File: src/rtl/sd_spi_arb_pkg.sv
// Shared definitions for the SD SPI arbiter: FSM states, owner encoding, reset constants.
package sd_spi_arb_pkg;

    typedef enum logic [1:0] {
        ST_IDLE  = 2'd0,
        ST_SHIFT = 2'd1,
        ST_DONE  = 2'd2
    } state_t;

    localparam logic       OWN_ZX   = 1'b0;
    localparam logic       OWN_AVR  = 1'b1;
    localparam logic [7:0] DOUT_RST = 8'hFF;

endpackage

File: src/rtl/sd_spi_shifter.sv
// SPI mode 0 byte shifter: half-period divider, 16-phase sdclk, MSB-first tx/rx.
module sd_spi_shifter #(
    parameter int DIV   = 2,
    parameter int DIV_W = 4
) (
    input  logic       clk,
    input  logic       rst_n,
    input  logic       load,
    input  logic       shift_en,
    input  logic [7:0] din,
    input  logic       sddi,
    output logic       sdclk,
    output logic       sddo,
    output logic [7:0] rx,
    output logic       done
);

    localparam logic [DIV_W-1:0] HLAST = DIV_W'(DIV - 1);

    logic [DIV_W-1:0] hcnt;
    logic [3:0]       phase;
    logic [7:0]       tx;
    logic             hstep;

    assign hstep = shift_en && (hcnt == HLAST);
    assign done  = hstep && (phase == 4'd15);

    always_ff @(posedge clk or negedge rst_n) begin
        if (!rst_n) begin
            hcnt  <= '0;
            phase <= '0;
            sdclk <= 1'b0;
            sddo  <= 1'b1;
            tx    <= 8'hFF;
            rx    <= 8'h00;
        end else if (load) begin
            hcnt  <= '0;
            phase <= '0;
            sdclk <= 1'b0;
            tx    <= din;
            sddo  <= din[7];
        end else if (shift_en) begin
            if (hstep) begin
                hcnt  <= '0;
                phase <= phase + 4'd1;
                sdclk <= ~sdclk;
                if (!sdclk) begin
                    rx <= {rx[6:0], sddi};
                end else begin
                    // ones shift in behind the data so MOSI idles high after the last bit
                    tx   <= {tx[6:0], 1'b1};
                    sddo <= tx[6];
                end
            end else begin
                hcnt <= hcnt + 1'b1;
            end
        end
    end

endmodule

File: src/rtl/sd_spi_arb.sv
// SD-card SPI master shared between the AVR slave-SPI block and the Z80 port interface.
module sd_spi_arb
    import sd_spi_arb_pkg::*;
#(
    parameter int DIV   = 2,
    parameter int DIV_W = 4
) (
    input  logic       fclk,
    input  logic       rst_n,
    input  logic       avr_lock_req,
    input  logic       avr_cs_n,
    input  logic       avr_start,
    input  logic [7:0] avr_din,
    output logic       avr_lock_ack,
    output logic [7:0] avr_dout,
    input  logic       zx_cs_we,
    input  logic       zx_cs_val,
    input  logic       zx_start,
    input  logic [7:0] zx_din,
    output logic [7:0] zx_dout,
    output logic       busy,
    output logic       sdclk,
    output logic       sddo,
    input  logic       sddi,
    output logic       sdcs_n
);

    state_t     state, state_nxt;
    logic       owner, client, zx_cs;
    logic       accept, shift_done;
    logic [7:0] load_din, rx;

    always_ff @(posedge fclk or negedge rst_n) begin
        if (!rst_n) state <= ST_IDLE;
        else        state <= state_nxt;
    end

    always_comb begin
        state_nxt = state;
        case (state)
            ST_IDLE:  if (accept) state_nxt = ST_SHIFT;
            ST_SHIFT: if (shift_done) state_nxt = ST_DONE;
            ST_DONE:  state_nxt = ST_IDLE;
            default:  state_nxt = ST_IDLE;
        endcase
    end

    // Starts are judged against the owner before any same-cycle ownership update.
    always_comb begin
        accept   = (state == ST_IDLE) && ((owner == OWN_AVR) ? avr_start : zx_start);
        load_din = (owner == OWN_AVR) ? avr_din : zx_din;
    end

    always_ff @(posedge fclk or negedge rst_n) begin
        if (!rst_n) begin
            owner        <= OWN_ZX;
            avr_lock_ack <= 1'b0;
            client       <= OWN_ZX;
            zx_cs        <= 1'b1;
            sdcs_n       <= 1'b1;
            busy         <= 1'b0;
            avr_dout     <= DOUT_RST;
            zx_dout      <= DOUT_RST;
        end else begin
            if (state == ST_IDLE) begin
                owner        <= avr_lock_req ? OWN_AVR : OWN_ZX;
                avr_lock_ack <= avr_lock_req;
            end
            if (accept) client <= owner;
            if (zx_cs_we) zx_cs <= zx_cs_val;
            sdcs_n <= (owner == OWN_AVR) ? avr_cs_n : zx_cs;
            busy   <= (state_nxt != ST_IDLE);
            if (state == ST_DONE) begin
                if (client == OWN_AVR) avr_dout <= rx;
                else                   zx_dout  <= rx;
            end
        end
    end

    sd_spi_shifter #(.DIV(DIV), .DIV_W(DIV_W)) u_shifter (
        .clk      (fclk),
        .rst_n    (rst_n),
        .load     (accept),
        .shift_en (state == ST_SHIFT),
        .din      (load_din),
        .sddi     (sddi),
        .sdclk    (sdclk),
        .sddo     (sddo),
        .rx       (rx),
        .done     (shift_done)
    );

endmodule

File: config.mk
export PLATFORM = sky130hd
export DESIGN_NAME = sd_spi_arb
export DESIGN_NICKNAME = d
export VERILOG_FILES = /design/src/rtl/sd_spi_arb_pkg.sv /design/src/rtl/sd_spi_shifter.sv /design/src/rtl/sd_spi_arb.sv
export SDC_FILE = /design/constraint.sdc
export NUM_CORES = 1
export LEC_CHECK = 0
export CAP_MARGIN = 30
export CORE_ASPECT_RATIO = 1.1
export CORE_MARGIN = 5
export CORE_UTILIZATION = 54
export CTS_BUF_LIST = sky130_fd_sc_hd__clkbuf_16
export DETAILED_ROUTE_END_ITERATION = 10
export PLACE_DENSITY = 0.84
export SLEW_MARGIN = 20
export SYNTH_ARGS = -nofsm -noshare
export SYNTH_HDL_FRONTEND = slang
export SYNTH_SLANG_ARGS = --single-unit
File: constraint.sdc
create_clock -name fclk -period 3.7 [get_ports fclk]
set_clock_uncertainty 0.05 [all_clocks]
set_input_delay 0.74 -clock fclk [delete_from_list [all_inputs] [get_ports fclk]]
set_output_delay 0.74 -clock fclk [all_outputs]
set_load 0.02 [all_outputs]
==> results of run 1 <==
[final cells by class]
cell class,instances,share of cell area [%]
well taps,52,2.30
clock inverters,3,1.33
inverters,2,0.266
repair buffers,45,15.9
flip-flops and latches,48,43.7
clock buffers,5,4.43
multi-input cells,119,32.1
[how the worst min path moves through the flow]
stage,from,to,slack [ns],depth (start not counted)
floorplan,rst_n,busy,0.39,0
global placement,u_shifter.phase[2],u_shifter.phase[2],0.44,1
detailed placement,u_shifter.tx[0],u_shifter.tx[0],0.45,1
CTS,u_shifter.tx[0],u_shifter.tx[0],0.45,1
global route,rst_n,owner,0.44,1
finish,rst_n,u_shifter.sdclk,0.41,1
[cells in the final DEF (no fill, tap or decap), drive strengths merged]
cell type	netlist	layout
clkdlybuf4s50	0	44
mux2	26	26
dfstp	26	26
dfrtp	22	22
o21ai	12	12
nor2b	9	9
a21oi	8	8
nand2	7	7
nand4	7	7
a2111oi	7	7
a31oi	7	7
nand3	5	5
clkbuf	9	5
inv	2	4
or3	4	4
mux2i	3	3
ha	3	3
nand2b	2	2
nor2	2	2
nand3b	2	2
nor3b	2	2
or4	2	2
nor3	2	2
or3b	1	1
a21o	1	1
a22o	1	1
or2	1	1
o31ai	1	1
a21boi	1	1
o21a	1	1
o22ai	1	1
a2bb2oi	1	1
bufinv	0	1
buf	3	1
[power groups by stage]
| stage | registers [mW] | clock network [mW] | logic, mW |
|---|---|---|---|
| floorplan | 0.828 | 0 | 0.403 |
| global placement | 0.861 | 0 | 0.500 |
| detailed placement | 0.878 | 0 | 0.549 |
| CTS | 0.875 | 0.503 | 0.559 |
| global route | 0.905 | 0.536 | 0.622 |
| finish | 0.877 | 0.492 | 0.559 |
[flip-flops by register name (all words and copies together), names as in the netlist]
name,cells
zx_cs,1
client,1
owner,1
u_shifter.phase,4
sdcs_n,1
busy,1
avr_dout,8
u_shifter.sddo,1
u_shifter.rx,8
zx_dout,8
u_shifter.sdclk,1
state,2
u_shifter.hcnt,4
u_shifter.tx,7
[logic make-up after synthesis]
logic type,after synthesis,share of synthesized area (%)
DFF,48,56.3
AOI/OAI and AO/OA,41,11.8
buffers and inverters,14,2.51
and+or+nand+nor,46,12.9
muxes,29,14.7
adders and majority gates,3,1.71
[stage by stage]
step / setup WS, ns / util, % / area, sq um / std cells / hold slack [ns]
floorplan: 1.82 / - / 2190 / 181 / 0.394
global placement: 1.24 / 67.5 / 2650 / 266 / 0.440
detailed placement: 1.12 / 67.6 / 2660 / 266 / 0.445
CTS: 1.13 / 71.7 / 2820 / 274 / 0.455
global route: 1.04 / 71.8 / 2820 / 274 / 0.439
finish: 1.14 / 71.8 / 2820 / 274 / 0.405
[per-layer routing]
layer,up-vias,part of all wire [%],GRT usage (%)
met5,-,0,0
met4,0,2.5,8.08
met3,13,6.3,7.32
met2,63,51,34.1
met1,819,40,22.2
li1,745,-,-
==> run_results.csv, run 1 <==
group,metric,value,unit
floorplan,coreArea,3930,sq um
sta,drv_slew,0,
worst_setup_path,worstSetupPathType,"reg -> out",
route,routed-via-count,1640,
sta,min_period,2.56,ns
placed_design,routabilityCongestion,0.768,
sta,layout_worst_path_cycle_share,69.3,%
pwr,powerDensity,683,nW/um^2
route,dr.pass1.iters,5,
layout,fin_nets,249,
layout,multi_input_area,907,sq um
synth,synthArstFlopShare,100,%
synth,synth_seq_cells,48,
synth,yosysWarnings,0,
clock_network,htreeDepth,2,
global_route,grt_pass1_vias,1801,
sta,rsz0062_at_grt,"false",
global_route,grt_max_degree,49,
synth,synth.distinct_cells,35,
layout,drive_gt1_share,28.4,%
synth,synth.top_cell.area_share,31.2,%
global_route,antenna_found_initial,0,
run_status,status,"complete, no violations",
synth,postSynthCellCount,181,
clock_network,clk_pin_slew,0.06,ns
pwr,power,1.93,mW
pwr,pwr-share-clk,25.5,%
pwr,p_switching,0.643,mW
worst_setup_path,crit_path_start_kind,"flip-flop",
clock_network,cts-buffers-inserted,5,
floorplan,die_w,70.7,um
route,viasPerCell,5.99,
pwr,seq_power_share,45.5,%
worst_setup_path,critical_path.slowest_cell,"dfrtp_1",
pwr,p_sw_share,33.3,%
route,first_iter_violations,150,
worst_setup_path,cp_data_arrival_time,1.77,ns
global_route,grt_pass1_wl,8560,um
layout,register_area,1230,sq um
sta,slew_headroom,41.3,%
sta,setup_viol,0,
worst_setup_path,worstReg2RegStart,"owner",
sta,finalSetupTns,0,ns
synth,seq_area_frac_synth,56.3,%
worst_setup_path,cp.required,2.91,ns
synth,syn_area_per_cell,12.1,sq um
global_route,groute.usage.overall,19.9,%
pwr,p_comb_share,29.0,%
sta,tightest_slew,0.856,ns
worst_setup_path,path_depth,1,
floorplan,die_area,5430,sq um
pwr,leakagePower,1.11,nW
synth,ys.flop_type,"dfstp_2",
clock_network,post_cts_resized,0,
worst_setup_path,critPathCapture,"avr_lock_ack",
worst_setup_path,regToRegSetupSlack,1.39,ns
layout,n_fill_cell,283,
clock_network,postCtsSetupRepairBufs,0,
route,drc,0,
layout,syn_to_final_growth,28.9,%
run,drv_cap,0,
synth,netlist_area,2190,sq um
synth,synthesis.nets,209,
pwr,p_int,1.28,mW
clock_network,clk_latency,0.29,ns
floorplan,pin_count,46,
clock_network,ctsHoldBuffers,0,
floorplan,dieHeight,76.8,um
route,ant_nets,0,
global_route,overflow,0,
synth,ys_top_cells_by_count,"dfstp_2 (26), mux2_2 (26), dfrtp_1 (22)",
sta,max_freq,390,MHz
clock_network,root_buffer,"clkbuf_16",
worst_setup_path,cp_top_family,"flip-flops",
worst_setup_path,reg2reg_depth,3,
route,routed_wl,4910,um
worst_setup_path,reg2reg_to,"state[0]",
worst_setup_path,critPathLaunch,"owner",
sta,hold_viol,0,
worst_setup_path,path_cells,"clkdlybuf4s50_1",
layout,n_antenna_cell,0,
synth,synth_area_leaders,"dfstp_2 (31%), dfrtp_1 (25%), mux2_2 (13%), a2111oi_0 (2.8%), o21ai_0 (2.7%)",
worst_setup_path,slowest_delay,0.76,ns
placed_design,numPortBuffers,45,
worst_setup_path,crit_fanout,20,
clock_network,cts_max_path_buffers,2,
placed_design,place_hpwl,3300,um
clock_network,cts_tree,"done",
pwr,vdd_ir_drop_max,0.000383,V
synth,yosys.area.top_type,"dfstp_2",
floorplan,start_util,55.7,%
synth,synth_edf_count,0,
floorplan,num_rows,24,
min_path,hold_path_class,"in -> async",
worst_setup_path,path_buf_inv,1,
route,wl_per_cell,17.9,um
worst_setup_path,crit_path_end_kind,"output pin",
clock_network,cts_sinks,48,
No activity file was read; power rests on OpenSTA's default activity.
==> run 2: changes to the inputs <==
Settings changed: CORE_UTILIZATION 54 to 50, PLACE_DENSITY 0.84 to 0.78.
Clock period 3.7 ns to 2.6 ns, I/O delays scaled along.
==> run 2 against run 1 <==
Worst setup slack got worse by 0.71 ns. Sequential power grew 35%. Sequential cell count unchanged. Sequential share of layout area fell by 0.21 points. Final area increased by 0.49%. First-iteration DRC count decreased by 35%. Critical path depth increased by 4. Critical endpoint is now u_shifter.rx[3].
==> run_results.csv, run 2 (synthesized netlist as in run 1, its figures left out) <==
group,metric,value,unit
layout,fin_nets,255,
run,drv_cap,0,
sta,layout_worst_path_cycle_share,83.4,%
route,wl_per_cell,16.3,um
sta,slew_headroom,45.1,%
layout,final_common_cell,"clkdlybuf4s50_1",
worst_setup_path,cp_data_arrival_time,2.29,ns
placed_design,routabilityCongestion,0.766,
floorplan,pin_count,46,
worst_setup_path,crit_path_start_kind,"flip-flop",
route,met3WireLength,299,um
worst_setup_path,slowest_delay,0.57,ns
sta,rsz0062_at_grt,"false",
pwr,leakagePower,1.13,nW
route,dr.pass1.iters,4,
clock_network,ctsHoldBuffers,0,
clock_network,clk_pin_slew,0.06,ns
route,drc,0,
route,first_iter_violations,97,
clock_network,cts_max_path_buffers,2,
layout,final_cell_mix,"clkdlybuf4s50_1 (44), mux2_2 (26), dfstp_2 (26), dfrtp_1 (22), o21ai_0 (12)",
global_route,overflow,0,
worst_setup_path,worstSetupPathType,"reg -> reg",
layout,top_regs,"avr_dout: 8 flops, u_shifter.rx: 8 flops, zx_dout: 8 flops",
floorplan,die_w,73.1,um
min_path,hold_path_class,"in -> async",
clock_network,cts_tree,"done",
worst_setup_path,critPathLaunch,"u_shifter.hcnt[1]",
worst_setup_path,critical_path.slowest_cell,"or3b_1",
global_route,grt_max_degree,40,
placed_design,place_hpwl,3250,um
layout,n_fill_cell,329,
layout,register_area,1230,sq um
placed_design,numPortBuffers,45,
floorplan,coreArea,4290,sq um
sta,hold_viol,0,
global_route,grt_pass1_wl,7740,um
worst_setup_path,cp.required,2.72,ns
pwr,powerDensity,925,nW/um^2
clock_network,cts-buffers-inserted,5,
layout,n_antenna_cell,0,
layout,syn_to_final_growth,29.5,%
clock_network,post_cts_resized,0,
layout,final_util,66.2,%
sta,tightest_slew,0.824,ns
clock_network,clk_latency,0.28,ns
global_route,antenna_found_initial,0,
layout,multi_input_area,902,sq um
clock_network,cts_sinks,48,
pwr,vdd_ir_drop_max,0.000504,V
route,routed-via-count,1606,
route,wirelength_met1,2020,um
layout,drive_gt1_share,29.4,%
sta,min_period,2.17,ns
sta,whs,0.285,ns
worst_setup_path,crit_fanout,15,
route,wl_met2,2220,um
floorplan,die_area,5810,sq um
global_route,grt_pass1_vias,1591,
run_status,status,"complete, no violations",
sta,finalSetupTns,0,ns
worst_setup_path,path_cells,"inv_1 -> ha_1 -> or3b_1 -> nor3_4 -> mux2_2",
route,ant_nets,0,
clock_network,root_buffer,"clkbuf_16",
floorplan,start_util,51.1,%
worst_setup_path,worstReg2RegStart,"u_shifter.hcnt[1]",
worst_setup_path,crit_path_end_kind,"flip-flop",
global_route,groute.usage.overall,17.2,%
sta,setup_viol,0,
clock_network,htreeDepth,2,
placed_design,dp.cells,274,
floorplan,num_rows,25,
route,routed_wl,4600,um
floorplan,dieHeight,79.4,um
worst_setup_path,path_buf_inv,1,
worst_setup_path,cp_top_family,"simple AND/OR/NAND/NOR gates",
layout,layoutNonFillerInstCount,282,
route,routed.top_layer,"met4",
sta,drv_slew,0,
clock_network,postCtsSetupRepairBufs,0,
pwr,power,2.62,mW
sta,max_freq,461,MHz
route,viasPerCell,5.70,
-- run 2: layout make-up --
type / count / area share [%]
clock inverters: 3 / 0.397
inverters: 2 / 0.265
multi-input cells: 119 / 31.8
repair buffers: 51 / 17.3
clock buffers: 5 / 4.41
flip-flops and latches: 48 / 43.5
well taps: 54 / 2.38
-- run 2: routing by layer --
| layer | GRT usage, % | vias up |
|---|---|---|
| met5 | 0 | - |
| met4 | 4.98 | 0 |
| met3 | 5.67 | 6 |
| met2 | 26.8 | 47 |
| met1 | 22.7 | 794 |
| li1 | - | 759 |
-- run 2: path summary, 6_finish.rpt --
| check | to | slack [ns] | cells after the start |
|---|---|---|---|
| max | u_shifter.rx[3] | 0.43 | 5 |
| min | u_shifter.hcnt[1] | 0.28 | 1 |
| max reg2reg | u_shifter.rx[3] | 0.43 | 5 |
| min reg2reg | u_shifter.tx[0] | 0.46 | 1 |
| max in group asynchronous | avr_dout[6] | 1.52 | 2 |
| min in group fclk | u_shifter.tx[0] | 0.46 | 1 |
-- run 2: metrics by stage --
stage          cell area [sq um]  worst slack [ns]
6_report                    2840             0.431
5_1_grt                     2840             0.280
4_1_cts                     2840             0.404
3_5_place_dp                2700             0.415
3_3_place_gp                2700             0.486
2_1_floorplan               2190             0.724
-- run 2: where the power goes --
part	switching, mW	internal [mW]	leakage [nW]
Sequential	0.169	1.01	0.541
Combinational	0.453	0.398	0.510
Clock	0.248	0.346	0.0738
==> patch 1, RTL diff (settings of run 1) <==
Encoding of `state_t`: now one-hot (3 bits for 3 states).
--- a/src/rtl/sd_spi_arb_pkg.sv
+++ b/src/rtl/sd_spi_arb_pkg.sv
@@ -3,6 +3,6 @@
 
-    typedef enum logic [1:0] {
-        ST_IDLE  = 2'd0,
-        ST_SHIFT = 2'd1,
-        ST_DONE  = 2'd2
+    typedef enum logic [2:0] {
+        ST_IDLE  = 3'b001,
+        ST_SHIFT = 3'b010,
+        ST_DONE  = 3'b100
     } state_t;
Check against the original RTL: no difference found for any inputs over 10 cycles, from zero or initial values and one cycle with rst_n low; not proved beyond that.
==> patch 1 against run 1 <==
  * Sequential cell count up 1
  * Critical path depth unchanged
  * Worst setup slack better by 0.076 ns
  * Count of clock-buffer cells in the layout unchanged
  * Die area up 3.9%
  * Non-clock buffer count up 4
  * Total power down 7.0%
  * Cell area up 4.1%
  * Sequential share of layout area down 0.82 points
  * Routed wire length up 2.1%
  * Global-route usage down 0.83 points
  * Area after synthesis up 4.6%
==> patch 1: results (changes against run 1) <==
metric;value;unit;change
clk_pin_slew;0.06;ns;about the same
grt_pass1_vias;1762;;was 1801
arrival;1.70;ns;was 1.77 ns
post-cts-setup-buffers;0;;unchanged
largestRegisters;avr_dout (8), u_shifter.rx (8), zx_dout (8);;unchanged
synthesis.nets;213;;was 209
critPathMaxStageDelay;0.71;ns;was 0.76 ns
drive_gt1_share;32.46;%;was 28.38%
vias;1664;;was 1640
synth_async_sr_flop_share;100.0;%;unchanged
h-tree-depth;2;;unchanged
place_inst;271;;was 266
diodes;0;;unchanged
synthTopCellsByCount;27 x dfstp_2, 27 x mux2_2, 22 x dfrtp_1;;was 26 x dfstp_2, 26 x mux2_2, 22 x dfrtp_1
io_buffers;45;;unchanged
status;completed;;unchanged
stdcell_count;280;;was 274
grt_max_degree;35;;was 49
finalWirelength;5018;um;was 4914 um
ir_worst_vdd;368.8;uV;was 382.6 uV
critPathSlowestCell;clkdlybuf4s50_1;;was dfrtp_1
nets;255;;was 249
avgSynthCellArea;12.38;um2;was 12.10 um2
worstMarginPinSlew;0.8501;ns;was 0.8561 ns
critPathMaxFanout;20;;unchanged
preCtsSetupSlack;1.225;ns;was 1.124 ns
synthTopCellsByArea;dfstp_2 31%, dfrtp_1 24%, mux2_2 13%, o31ai_1 2.9%, a2111oi_0 2.7%;;was dfstp_2 31%, dfrtp_1 25%, mux2_2 13%, a2111oi_0 2.8%, o21ai_0 2.7%
post_cts_resized;0;;unchanged
ys_seq_area_share;55.00;%;was 56.31%
yosysWarnings;0;;unchanged
gp_congestion;0.8063;;was 0.7676
yosysUniqueCellTypes;33;;was 35
ctsLongestPathBuffers;2;;unchanged
antenna_found_initial;0;;unchanged
grt_pass1_wl;8521;um;was 8556 um
dp_hpwl;3543;um;was 3301 um
dr.pass1.iters;4;;was 5
crit_family;buffers and inverters;;was flip-flops
holdCritPathClass;in2async;;unchanged
root_buffer;clkbuf_16;;unchanged
leakage;1.154;nW;was 1.111 nW
insertion_delay;0.28;ns;
drt_iter0_markers;116;;was 150
grt_usage;19.11;%;was 19.94%
synth_ff_type;dfstp_2;;unchanged
cts_made_buffers;5;;unchanged
-- patch 1: worst paths after layout --
check,startpoint,to,slack [ns],cells after the start
worst min register to register,u_shifter.tx[1],u_shifter.tx[1],0.46,2
min in group fclk,u_shifter.tx[1],u_shifter.tx[1],0.46,2
max in group asynchronous,rst_n,u_shifter.tx[1],2.71,2
worst max register to register,u_shifter.hcnt[1],u_shifter.rx[0],1.45,5
worst min-delay path,rst_n,owner,0.33,1
worst max-delay path,owner,avr_lock_ack,1.21,1
-- patch 1: report_power, final --
part,total [W],internal (W),switching [W]
combinational,0.000494,0.000215,0.000279
sequential,0.000796,0.000679,0.000117
clock,0.000503,0.000317,0.000186
-- patch 1: per-stage QoR --
stage,total power [W],cell area (um2)
after CTS,0.001797,2934
after floorplan,0.001134,2291
final,0.001793,2939
after detailed placement,0.001294,2766
after global placement,0.001252,2746
after global routing,0.001892,2939
-- patch 1: layer usage --
metal | up-vias | share of wire, % | GRT usage [%]
met3 | 4 | 5.2 | 4.215
met4 | 0 | 0.62 | 6.015
li1 | 777 | - | -
met1 | 838 | 41 | 23.49
met2 | 45 | 53 | 33.15
met5 | - | 0 | 0
-- patch 1: final cells by class --
cell class | count | area [um2]
inverter | 5 | 18.77
multi-input combinational | 117 | 942.2
fill | 274 | 1085
clock inverter | 3 | 42.54
tap | 52 | 65.06
timing repair buffer | 49 | 485.5
clock buffer | 5 | 125.1
sequential | 49 | 1260
-- patch 1: logic make-up after synthesis --
group | Yosys count | synth area share [%]
muxes | 30 | 14.58
DFF | 49 | 55.00
and+or+nand+nor | 42 | 12.73
AOI/OAI and AO/OA | 41 | 11.80
buffers and inverters | 19 | 3.878
xor gates and xnor gates | 1 | 0.3824
adders and majority gates | 3 | 1.639
==> patch 2, RTL diff (config.mk and constraints of run 1) <==
Made on the original files. `DIV_W` is set to 4 in 2 places; all go to 6.
--- a/src/rtl/sd_spi_shifter.sv
+++ b/src/rtl/sd_spi_shifter.sv
@@ -3,3 +3,3 @@
     parameter int DIV   = 2,
-    parameter int DIV_W = 4
+    parameter int DIV_W = 6
 ) (
--- a/src/rtl/sd_spi_arb.sv
+++ b/src/rtl/sd_spi_arb.sv
@@ -5,3 +5,3 @@
     parameter int DIV   = 2,
-    parameter int DIV_W = 4
+    parameter int DIV_W = 6
 ) (
Check against the original RTL: same outputs for any inputs over 10 cycles, from zero or initial values and one cycle with rst_n low; that may be too few to reach the edited logic, so the function may still have changed.
==> patch 2 against run 1 <==
  * Sequential cell count rose by 2
  * Global-route usage fell by 1.9 points
  * Total power grew 7.2%
  * Cell area grew 5.0%
  * Worst setup slack improved by 0.076 ns
  * Routed wire length down 5.5%
  * Area after synthesis increased by 4.8%
  * Highest routed layer unchanged
==> patch 2: results (changes against run 1) <==
metric;value;unit;change
syn_inst;174;;was 181
arrival;1.70;ns;was 1.77 ns
post_cts_resized;0;;unchanged
worstMarginPinSlew;0.7110;ns;was 0.8561 ns
synthTopCellsByCount;28 x mux2_2, 26 x dfstp_2, 24 x dfrtp_1;;was 26 x dfstp_2, 26 x mux2_2, 22 x dfrtp_1
grt_pass1_vias;1612;;was 1801
dr.pass1.iters;4;;was 5
synth-compound-area-share;5.940;%;was 11.82%
dp_hpwl;3430;um;was 3301 um
io_buffers;45;;unchanged
ys_seq_area_share;55.91;%;was 56.31%
vias;1535;;was 1640
wl_met1;1829;um;was 1960 um
synthesis.nets;202;;was 209
drive_gt1_share;33.78;%;was 28.38%
critPathSlowestCell;clkdlybuf4s50_1;;was dfrtp_1
p_seq_share;43.7;%;was 45.5%
grt_pass1_wl;7907;um;was 8556 um
leakage;1.277;nW;was 1.111 nW
yosysUniqueCellTypes;36;;was 35
drt_iter0_markers;60;;was 150
synth_xor_area_share;1.526;%;was 0%
critPathMaxStageDelay;0.72;ns;was 0.76 ns
reg2reg_depth;4;;was 3
gp_congestion;0.8880;;was 0.7676
wl_met3;292;um;was 312 um
routed_via_density;5.602;;was 5.985
final.fill_count;281;;was 283
ir_worst_vdd;502.2;uV;was 382.6 uV
critPathMaxFanout;13;;was 20
crit_family;buffers and inverters;;was flip-flops
r2r-end;u_shifter.tx[3];;was state[0]
p_total;0.002066;W;was 0.001928 W
wl_per_cell;16.95;um;was 17.93 um
reg2reg_slack;1.29;ns;was 1.39 ns
grt_usage;17.99;%;was 19.94%
synth_mux_area_share;22.72;%;was 14.73%
grt_max_degree;31;;was 49
syn_to_final_growth;29.10;%;was 28.90%
synthTopCellsByArea;dfstp_2 30%, dfrtp_1 26%, mux2_2 14%, mux2i_1 5.2%, mux2_4 3.3%;;was dfstp_2 31%, dfrtp_1 25%, mux2_2 13%, a2111oi_0 2.8%, o21ai_0 2.7%
status;completed;;unchanged
dr_wl_met2;2425;um;was 2521 um
synthAdderAreaFrac;1.635;%;was 1.713%
p_sw;0.0006757;W;was 0.0006427 W
==> patch 2: changes by cell type after synthesis, moves of 5 or more <==
cell and delta:
a21oi_1 +5, a2111oi_0 -7, nor2b_1 -7, a31oi_1 -7
clkbuf_1 -6, nor2_1 +10, o21ai_0 -8, mux2i_1 +9
mux2_4 +5, inv_1 +5
==> patch 2: area by class of cell <==
type                            instances  area, um2  share of cell area, %
Timing Repair Buffer                   46      465.4                  15.70
Clock inverter                          3      43.79                  1.477
Clock buffer                            5      125.1                  4.221
Multi-Input combinational cell        111      954.7                  32.21
Sequential cell                        50       1284                  43.31
Tap cell                               52      65.06                  2.195
Inverter                                7      26.28                 0.8865
==> patch 2: worst reg2reg max path: cells and delay by family, from the launching register on <==
| kind | cells | cell delay, ns |
|---|---|---|
| simple gates | 1 | 0.39 |
| flops | 1 | 0.69 |
| mux | 2 | 0.81 |
| compound gates | 1 | 0.40 |
==> patch 2: how the worst max path moves through the flow <==
stage / from / endpoint / slack, ns / cells past startpoint
floorplan: avr_start / u_shifter.sddo / 1.60 / 5
global placement: avr_start / u_shifter.sddo / 1.0 / 5
detailed placement: zx_start / u_shifter.tx[2] / 0.94 / 5
CTS: owner / avr_lock_ack / 1.20 / 1
global route: owner / avr_lock_ack / 1.10 / 1
finish: owner / avr_lock_ack / 1.21 / 1
==> patch 2: stage by stage <==
step / instance area (um2) / setup slack [ns]
after CTS: 2964 / 1.197
after global placement: 2775 / 0.9999
after global routing: 2964 / 1.101
after detailed placement: 2795 / 0.9388
after floorplan: 2296 / 1.603
final: 2964 / 1.213
==> patch 2: metal layers <==
metal / vias up / global-route usage (%)
met5: - / 0
met4: 0 / 6.955
met3: 11 / 4.725
met2: 58 / 30.60
met1: 753 / 21.61
li1: 713 / -
